`src/rtl/uart_rx_sink.sv`:
```
`default_nettype none
// ============================================================================
//  Module   : uart_rx_sink
//  Brief    : 8N1 UART receiver that deserialises a TX line into bytes,
//             queues them in a small FIFO and hands them out over a
//             valid/ready stream. Flags framing errors and FIFO overflow.
//  Revision : 1.0  initial release
// ============================================================================
module uart_rx_sink #(
    parameter int CLK_DIV    = 868,  // clock cycles per bit
    parameter int FIFO_DEPTH = 8     // power of two, >= 2
) (
    input  logic        clock,
    input  logic        reset,       // synchronous, active-low
    input  logic        rx,
    output logic        out_valid,
    output logic [7:0]  out_data,
    input  logic        out_ready,
    output logic        frame_err,
    output logic        overflow,
    output logic [31:0] byte_count
);

    localparam int CW = $clog2(CLK_DIV);
    localparam int AW = $clog2(FIFO_DEPTH);

    localparam logic [CW-1:0] c_CNT_HALF = CW'(CLK_DIV / 2 - 1);
    localparam logic [CW-1:0] c_CNT_FULL = CW'(CLK_DIV - 1);

    localparam logic [2:0] c_IDLE  = 3'd0;
    localparam logic [2:0] c_START = 3'd1;
    localparam logic [2:0] c_DATA  = 3'd2;
    localparam logic [2:0] c_STOP  = 3'd3;
    localparam logic [2:0] c_BREAK = 3'd4;

    logic            r_rx_m;
    logic            r_rx_s;
    logic            r_rx_d;
    logic [1:0]      r_sync_cnt;
    logic            r_armed;
    logic [2:0]      r_state;
    logic [CW-1:0]   r_cnt;
    logic [2:0]      r_bitn;
    logic [7:0]      r_shreg;
    logic            r_frame_err;
    logic [7:0]      r_mem [FIFO_DEPTH];
    logic [AW:0]     r_wr_ptr;
    logic [AW:0]     r_rd_ptr;
    logic            r_overflow;
    logic [31:0]     r_byte_count;

    logic            w_sync_live;
    logic            w_fall;
    logic            w_cnt_zero;
    logic            w_push;
    logic            w_pop;
    logic            w_empty;
    logic            w_full;
    logic            w_accept;

    // Two-flop synchroniser plus a history flop for edge detection.
    always_ff @(posedge clock) begin
        if (!reset) begin
            r_rx_m <= 1'b1;
            r_rx_s <= 1'b1;
            r_rx_d <= 1'b1;
        end else begin
            r_rx_m <= rx;
            r_rx_s <= r_rx_m;
            r_rx_d <= r_rx_s;
        end
    end

    // The preset synchroniser values are not line samples; the receiver is
    // only armed once a genuine idle-high level has reached r_rx_s, so a line
    // already low at reset release cannot masquerade as a start edge.
    always_ff @(posedge clock) begin
        if (!reset) begin
            r_sync_cnt <= 2'd0;
            r_armed    <= 1'b0;
        end else begin
            if (r_sync_cnt != 2'd2) begin
                r_sync_cnt <= r_sync_cnt + 2'd1;
            end
            if (w_sync_live && r_rx_s) begin
                r_armed <= 1'b1;
            end
        end
    end

    assign w_sync_live = (r_sync_cnt == 2'd2);
    assign w_fall      = r_armed && r_rx_d && !r_rx_s;
    assign w_cnt_zero  = (r_cnt == '0);

    // Frame state machine: start-bit validation, data shifting, stop check.
    always_ff @(posedge clock) begin
        if (!reset) begin
            r_state     <= c_IDLE;
            r_cnt       <= '0;
            r_bitn      <= 3'd0;
            r_shreg     <= 8'd0;
            r_frame_err <= 1'b0;
        end else begin
            r_frame_err <= 1'b0;
            case (r_state)
                c_IDLE: begin
                    if (w_fall) begin
                        r_cnt   <= c_CNT_HALF;
                        r_state <= c_START;
                    end
                end
                c_START: begin
                    if (w_cnt_zero) begin
                        if (!r_rx_s) begin
                            r_cnt   <= c_CNT_FULL;
                            r_bitn  <= 3'd0;
                            r_state <= c_DATA;
                        end else begin
                            r_state <= c_IDLE;   // too short: line glitch
                        end
                    end else begin
                        r_cnt <= r_cnt - 1'b1;
                    end
                end
                c_DATA: begin
                    if (w_cnt_zero) begin
                        r_shreg <= {r_rx_s, r_shreg[7:1]};
                        r_cnt   <= c_CNT_FULL;
                        if (r_bitn == 3'd7) begin
                            r_state <= c_STOP;
                        end else begin
                            r_bitn <= r_bitn + 3'd1;
                        end
                    end else begin
                        r_cnt <= r_cnt - 1'b1;
                    end
                end
                c_STOP: begin
                    if (w_cnt_zero) begin
                        if (r_rx_s) begin
                            r_state <= c_IDLE;
                        end else begin
                            r_frame_err <= 1'b1;
                            r_state     <= c_BREAK;
                        end
                    end else begin
                        r_cnt <= r_cnt - 1'b1;
                    end
                end
                c_BREAK: begin
                    // Hold here for the whole break so it reports only once.
                    if (r_rx_s) begin
                        r_state <= c_IDLE;
                    end
                end
                default: begin
                    r_state <= c_IDLE;
                end
            endcase
        end
    end

    assign w_push   = (r_state == c_STOP) && w_cnt_zero && r_rx_s;
    assign w_empty  = (r_wr_ptr == r_rd_ptr);
    assign w_full   = (r_wr_ptr[AW] != r_rd_ptr[AW]) &&
                      (r_wr_ptr[AW-1:0] == r_rd_ptr[AW-1:0]);
    assign w_pop    = !w_empty && out_ready;
    // A pop in the same cycle frees the slot, so a full FIFO can still accept.
    assign w_accept = w_push && (!w_full || w_pop);

    // Byte storage; contents need no reset since out_data is gated by valid.
    always_ff @(posedge clock) begin
        if (w_accept) begin
            r_mem[r_wr_ptr[AW-1:0]] <= r_shreg;
        end
    end

    // FIFO pointers, sticky overflow flag and accepted-byte counter.
    always_ff @(posedge clock) begin
        if (!reset) begin
            r_wr_ptr     <= '0;
            r_rd_ptr     <= '0;
            r_overflow   <= 1'b0;
            r_byte_count <= 32'd0;
        end else begin
            if (w_accept) begin
                r_wr_ptr     <= r_wr_ptr + 1'b1;
                r_byte_count <= r_byte_count + 32'd1;
            end else if (w_push) begin
                r_overflow <= 1'b1;
            end
            if (w_pop) begin
                r_rd_ptr <= r_rd_ptr + 1'b1;
            end
        end
    end

    assign out_valid  = !w_empty;
    assign out_data   = w_empty ? 8'd0 : r_mem[r_rd_ptr[AW-1:0]];
    assign frame_err  = r_frame_err;
    assign overflow   = r_overflow;
    assign byte_count = r_byte_count;

endmodule
`default_nettype wire

```
`config.mk`:
```
export PLATFORM = sky130hd
export DESIGN_NAME = uart_rx_sink
export DESIGN_NICKNAME = d
export VERILOG_FILES = /design/src/rtl/uart_rx_sink.sv
export SDC_FILE = /design/constraint.sdc
export NUM_CORES = 1
export LEC_CHECK = 0
export ABC_AREA = 1
export CAP_MARGIN = 20
export CORE_MARGIN = 2
export CORE_UTILIZATION = 59
export CTS_BUF_LIST = sky130_fd_sc_hd__clkbuf_16
export DETAILED_ROUTE_END_ITERATION = 16
export PLACE_DENSITY = 0.87
export SYNTH_ARGS = -nofsm -noshare
export SYNTH_HDL_FRONTEND = slang
export SYNTH_SLANG_ARGS = --single-unit
```
`constraint.sdc`:
```
create_clock -name clock -period 5.4 [get_ports clock]
set_clock_uncertainty 0.15 [all_clocks]
set_input_delay 1.35 -clock clock [delete_from_list [all_inputs] [get_ports clock]]
set_output_delay 1.35 -clock clock [all_outputs]
set_load 0.05 [all_outputs]
```
==> results of run 1 <==
==> critical path, delay by kind of cell, from the launching register on <==
kind,cells,cell delay [ns]
buf+inv,3,1.64
compound gates,4,0.66
flops,1,0.29
==> power by group <==
part / switching (W) / internal [W] / total (W) / leakage, nW
clock: 0.000436 / 0.000652 / 0.00109 / 0.281
combinational: 0.000519 / 0.000245 / 0.000764 / 1.28
sequential: 0.0000570 / 0.00115 / 0.00121 / 1.20
==> through the flow <==
stage	instances	utilization, %	total power (W)
finish	995	70.4	0.00306
global route	995	70.4	0.00321
CTS	994	70.3	0.00306
detailed placement	962	65.2	0.00198
global placement	962	65.2	0.00195
floorplan	799	-	0.00180
==> metal layers <==
layer | global-route usage (%) | part of all wire (%) | wire (µm)
met3 | 6.46 | 6.3 | 971
met5 | 0 | 0 | 0
met2 | 45.5 | 49 | 7610
met1 | 34.6 | 42 | 6530
met4 | 12.6 | 2.2 | 346
==> registers in the layout (all words and copies together), names as in the netlist, 2 cells and up, named ones only <==
name,flops
byte_count,32
r_bitn,3
r_cnt,10
r_mem,64
r_rd_ptr,4
r_shreg,8
r_state,3
r_sync_cnt,2
r_wr_ptr,4
==> layout make-up <==
| class | instances | area share, % |
|---|---|---|
| Tap cell | 140 | 2.31 |
| Clock buffer | 18 | 5.93 |
| Multi-Input combinational cell | 592 | 36.7 |
| Clock inverter | 14 | 1.40 |
| Timing Repair Buffer | 52 | 6.65 |
| Inverter | 40 | 1.98 |
| Sequential cell | 139 | 45.1 |
==> kinds of logic after synthesis <==
family / Yosys count
AND/OR/NAND/NOR: 423
flip-flops: 139
AO/OA/AOI/OAI: 136
buffers and inverters: 68
XOR/XNOR: 25
adder cells (fa/ha/maj): 8
==> layout by cell type, fill, tap and decap left out, drive strengths merged <==
cell type / count
nand2: 215
xnor2: 9
o22ai: 8
xor2: 16
buf: 5
nand3b: 15
clkinv: 7
clkdlybuf4s50: 46
nand3: 33
o21ai: 58
clkinvlp: 3
bufinv: 1
nor3: 12
or2: 2
a31oi: 9
dfxtp: 75
nor2: 141
o21bai: 1
nand4: 5
edfxtp: 64
clkbuf: 19
inv: 43
o211a: 1
a21oi: 59
ha: 8
==> path summary, 6_finish.rpt <==
| path | slack [ns] | end | cells after the start |
|---|---|---|---|
| max | 0.89 | out_data[3] | 7 |
| min | 0.27 | r_rx_s | 1 |
| max reg2reg | 2.08 | r_mem[5][5] | 9 |
| min reg2reg | 0.27 | r_rx_s | 1 |
==> impl_metrics.env, run 1 <==
export IMPL_outcome="completed"
export IMPL_worstMarginPinSlew_ns=1.09
export IMPL_synth_cell_types=29
export IMPL_syn_nets=811
export IMPL_clk_path_buf_depth=2
export IMPL_grt_max_degree=40
export IMPL_vias=5643
export IMPL_powerDensity_nw_per_um2=403
export IMPL_finalWeightedCongestion=0.935
export IMPL_synth_simple_area_share_pct=27.0
export IMPL_worstReg2RegStart="r_cnt[0]"
export IMPL_cts_root_buf="clkbuf_16"
export IMPL_syn_cell_area_um2=6500
export IMPL_crit_fanout=33
export IMPL_hold_worst_slack_ns=0.266
export IMPL_regArea_um2=3420
export IMPL_antenna_found_initial=0
export IMPL_fin_nets=854
export IMPL_synth_xor_area_share_pct=3.37
export IMPL_insertion_delay_ns=0.42
export IMPL_firstDrtPassIters=5
export IMPL_endpoint_kind="output port"
export IMPL_n_fill_cell=804
export IMPL_synth_top_family_by_area="simple AND/OR/NAND/NOR gates"
export IMPL_grt_overflow=0
export IMPL_cpMaxStageDelayCell="clkdlybuf4s50_1"
export IMPL_muxShareOfSynthArea_pct=0
export IMPL_crit_path_start_kind="flop"
export IMPL_die_width_um=109
export IMPL_drc=0
export IMPL_drt_vias_per_instance=5.67
export IMPL_layout_setup_ws_ns=0.890
export IMPL_ys_ff_latch=139
export IMPL_synth_top_area_share_pct=29.6
export IMPL_cts_setup_buffers=0
export IMPL_yosysTopAreaCell="edfxtp_1"
export IMPL_row_count=38
export IMPL_area_growth_pct=16.9
export IMPL_place_hpwl_um=10600
export IMPL_synth_warnings=0
export IMPL_finalCriticalPeriod_ns=4.51
export IMPL_synth_edff_count=64
export IMPL_cts_tree="done"
export IMPL_io_pins=47
export IMPL_ys_seq_area_share_pct=52.7
export IMPL_synth_commonest_cells="nand2_1 (215), nor2_1 (136), dfxtp_1 (75)"
export IMPL_hold_start="r_rx_m"
export IMPL_cts_made_buffers=17
export IMPL_worst_setup_path_type="flop to output port"
export IMPL_grt_pass1_wl_um=25200
export IMPL_p_leak_nw=2.76
export IMPL_synth_async_reset_ratio_pct=0
export IMPL_wl_per_cell_um=15.5
export IMPL_hold_path_class="flop to flop"
export IMPL_core_area_um2=10800
export IMPL_ir_drop_v=0.000237
export IMPL_drt_total_wl_um=15500
export IMPL_placed_area_um2=7030
export IMPL_io_buffers=46
export IMPL_slowest_delay_ns=0.82
export IMPL_cpMostUsedCell="o21ai_0"
export IMPL_antenna_left=0
export IMPL_finalInstanceArea_um2=7600
export IMPL_slew_viol_final=0
export IMPL_relSlewSlack_pct=26.5
export IMPL_max_clock_freq_mhz=222
export IMPL_die_h_um=109
export IMPL_finalCritPeriodShare_pct=83.5
export IMPL_layout_drive_gt1_share_pct=5.73
export IMPL_synth_most_common_cell="nand2_1"
export IMPL_pre_cts_ws_ns=1.32
export IMPL_drv_cap=0
export IMPL_grt_setup_unrepaired="no"
export IMPL_dieArea_um2=11900
export IMPL_drt_iter0_drc=396
export IMPL_htree_levels=4
export IMPL_num_antenna_cells=0
export IMPL_finalHoldViolCount=0
export IMPL_setup_viol=0
export IMPL_synth_avg_cell_area_um2=8.13
export IMPL_synth_cells=799
export IMPL_multiInputGateArea_um2=2790
export IMPL_clkTransAtPathRegs_ns=0.06
export IMPL_timing_setup_tns_ns=0
export IMPL_arrival_ns=3.01
export IMPL_synth_adder_area_share_pct=1.54
export IMPL_initial_utilization_pct=60.2
export IMPL_grt_usage_pct=27.6
export IMPL_synth_compound_area_share_pct=11.0
export IMPL_path_cells="buf_4, inv_1, o21ai_0, o22ai_1, o21ai_0, a31oi_1, clkdlybuf4s50_1"
export IMPL_synth_flop_cell="dfxtp_1"
export IMPL_cts_sinks=139
export IMPL_cp_required_ns=3.90
export IMPL_grt_pass1_vias=5319
export IMPL_hold_buffers=0
export IMPL_netlist_top_cells_area="edfxtp_1 (30%), dfxtp_1 (23%), nand2_1 (12%)"
export IMPL_cts_resized=0
No activity file was read; power rests on OpenSTA's default activity.
==> run 2, diff against run 1 <==
--- a/config.mk
+++ b/config.mk
@@ -8,10 +8,10 @@
 export ABC_AREA = 1
 export CAP_MARGIN = 20
 export CORE_MARGIN = 2
-export CORE_UTILIZATION = 59
+export CORE_UTILIZATION = 53
 export CTS_BUF_LIST = sky130_fd_sc_hd__clkbuf_16
 export DETAILED_ROUTE_END_ITERATION = 16
-export PLACE_DENSITY = 0.87
+export PLACE_DENSITY = 0.83
 export SYNTH_ARGS = -nofsm -noshare
 export SYNTH_HDL_FRONTEND = slang
 export SYNTH_SLANG_ARGS = --single-unit
==> constraint.sdc (replaced) <==
create_clock -name clock -period 3.89 [get_ports clock]
set_clock_uncertainty 0.15 [all_clocks]
set_input_delay 0.9725 -clock clock [delete_from_list [all_inputs] [get_ports clock]]
set_output_delay 0.9725 -clock clock [all_outputs]
set_load 0.05 [all_outputs]
==> impl_metrics.env, run 2 (synthesized netlist as in run 1, its figures left out) <==
export IMPL_outcome="completed"
export IMPL_grt_met3_usage_pct=5.40
export IMPL_dieArea_um2=13200
export IMPL_top_usage_layer="met2"
export IMPL_die_h_um=115
export IMPL_p_total_w=0.00429
export IMPL_p_leak_nw=2.82
export IMPL_grt_pass1_vias=5043
export IMPL_setup_viol=0
export IMPL_antenna_left=0
export IMPL_grt_max_degree=36
export IMPL_cp_required_ns=2.77
export IMPL_hold_depth=1
export IMPL_cts_root_buf="clkbuf_16"
export IMPL_clkTransAtPathRegs_ns=0.07
export IMPL_drt_total_wl_um=14800
export IMPL_worstMarginPinSlew_ns=0.806
export IMPL_max_clock_freq_mhz=298
export IMPL_worst_setup_path_type="flop to output port"
export IMPL_layout_drive_gt1_share_pct=7.66
export IMPL_finalWeightedCongestion=0.924
export IMPL_finalHoldViolCount=0
export IMPL_io_pins=47
export IMPL_vias=5579
export IMPL_grt_setup_unrepaired="no"
export IMPL_finalInstanceArea_um2=7670
export IMPL_timing_setup_tns_ns=0
export IMPL_grt_usage_pct=23.7
export IMPL_holdPathEnd="r_rx_s"
export IMPL_drc=0
export IMPL_firstDrtPassIters=5
export IMPL_crit_start="r_wr_ptr[2]"
export IMPL_drt_vias_per_instance=5.53
export IMPL_arrival_ns=2.23
export IMPL_fin_nets=861
export IMPL_cts_setup_buffers=0
export IMPL_finalCritPeriodShare_pct=86.2
export IMPL_drv_cap=0
export IMPL_row_count=40
export IMPL_largest_register_ffs=64
export IMPL_place_inst=977
export IMPL_drt_iter0_drc=517
export IMPL_layout_setup_ws_ns=0.539
export IMPL_worstReg2RegStart="r_cnt[0]"
export IMPL_cts_made_buffers=17
export IMPL_powerDensity_nw_per_um2=559
export IMPL_clk_path_buf_depth=2
export IMPL_ff2ff_path_depth=9
export IMPL_met2_usage_pct=38.9
export IMPL_wl_per_cell_um=14.7
export IMPL_slew_viol_final=0
export IMPL_ir_drop_v=0.000394
export IMPL_grt_overflow=0
export IMPL_hold_start="r_rx_m"
export IMPL_mostFrequentLayoutCells="nand2_1 (215), nor2_1 (136), dfxtp_1 (75)"
export IMPL_area_growth_pct=18.0
export IMPL_finalCriticalPeriod_ns=3.35
export IMPL_core_area_um2=12000
export IMPL_grt_pass1_wl_um=24500
export IMPL_r2r_end="r_mem[2][6]"
export IMPL_reg2reg_slack_ns=1.46
export IMPL_crit_fanout=10
export IMPL_die_width_um=115
export IMPL_cts_resized=0
export IMPL_num_antenna_cells=0
export IMPL_layout_cells_non_filler=1009
export IMPL_endpoint_kind="output port"
export IMPL_io_buffers=46
export IMPL_relSlewSlack_pct=46.2
export IMPL_hold_path_class="flop to flop"
export IMPL_htree_levels=4
export IMPL_hold_buffers=0
export IMPL_initial_utilization_pct=54.1
export IMPL_placed_area_um2=7100
export IMPL_final_common_cell="nand2_1"
export IMPL_cts_sinks=139
export IMPL_place_hpwl_um=9820
export IMPL_pre_cts_ws_ns=1.04
export IMPL_insertion_delay_ns=0.42
export IMPL_cts_tree="done"
export IMPL_use_met1_pct=31.1
export IMPL_antenna_found_initial=0
export IMPL_crit_path_start_kind="flop"
## run 2: final cells by class
type                       count  area (µm²)
clock buffer                  17         425
timing repair buffer          59         551
inverter                      40         150
tap                          147         184
clock inverter                15         149
multi-input combinational    592        2790
fill                         951        4340
sequential                   139        3420
## run 2: critical path, cell delays in order, from the launching register on
cell and delay [ns]:
dfxtp_1 0.53, xor2_1 0.20, nor2_1 0.07, nand3_2 0.16
clkdlybuf4s50_1 0.83
## run 2: worst max path at each step
stage / endpoint / slack (ns)
finish: out_valid / 0.54
global route: out_data[0] / 0.35
global placement: out_valid / 1.05
CTS: out_valid / 0.55
floorplan: out_data[0] / 0.82
detailed placement: out_valid / 1.04
## run 2: per-stage QoR
| stage | hold slack, ns | util [%] |
|---|---|---|
| 3_5_place_dp | 0.253 | 59.1 |
| 4_1_cts | 0.268 | 63.9 |
| 2_1_floorplan | 0.243 | - |
| 3_3_place_gp | 0.244 | 59.1 |
| 6_report | 0.265 | 63.9 |
| 5_1_grt | 0.287 | 63.9 |
## run 2: per-layer routing
metal / vias up / part of all wire [%] / routed length (µm)
met5: - / 0 / 0
met2: 211 / 48 / 7100
met3: 34 / 6.1 / 907
met1: 2568 / 44 / 6510
li1: 2766 / - / -
met4: 0 / 2.2 / 325
## run 2: where the power goes
part / switching, W / total [W] / internal [W]
sequential: 0.0000706 / 0.00167 / 0.00160
clock: 0.000703 / 0.00156 / 0.000854
combinational: 0.000729 / 0.00106 / 0.000332
==> run 3, diff against run 2 <==
--- a/config.mk
+++ b/config.mk
@@ -10,6 +10,7 @@
 export CORE_MARGIN = 2
 export CORE_UTILIZATION = 53
 export CTS_BUF_LIST = sky130_fd_sc_hd__clkbuf_16
+export CTS_CLUSTER_SIZE = 20
 export DETAILED_ROUTE_END_ITERATION = 16
 export PLACE_DENSITY = 0.83
 export SYNTH_ARGS = -nofsm -noshare
==> results of run 3 <==
Same layout as run 2: the final DEF is identical, and so are final timing and power.
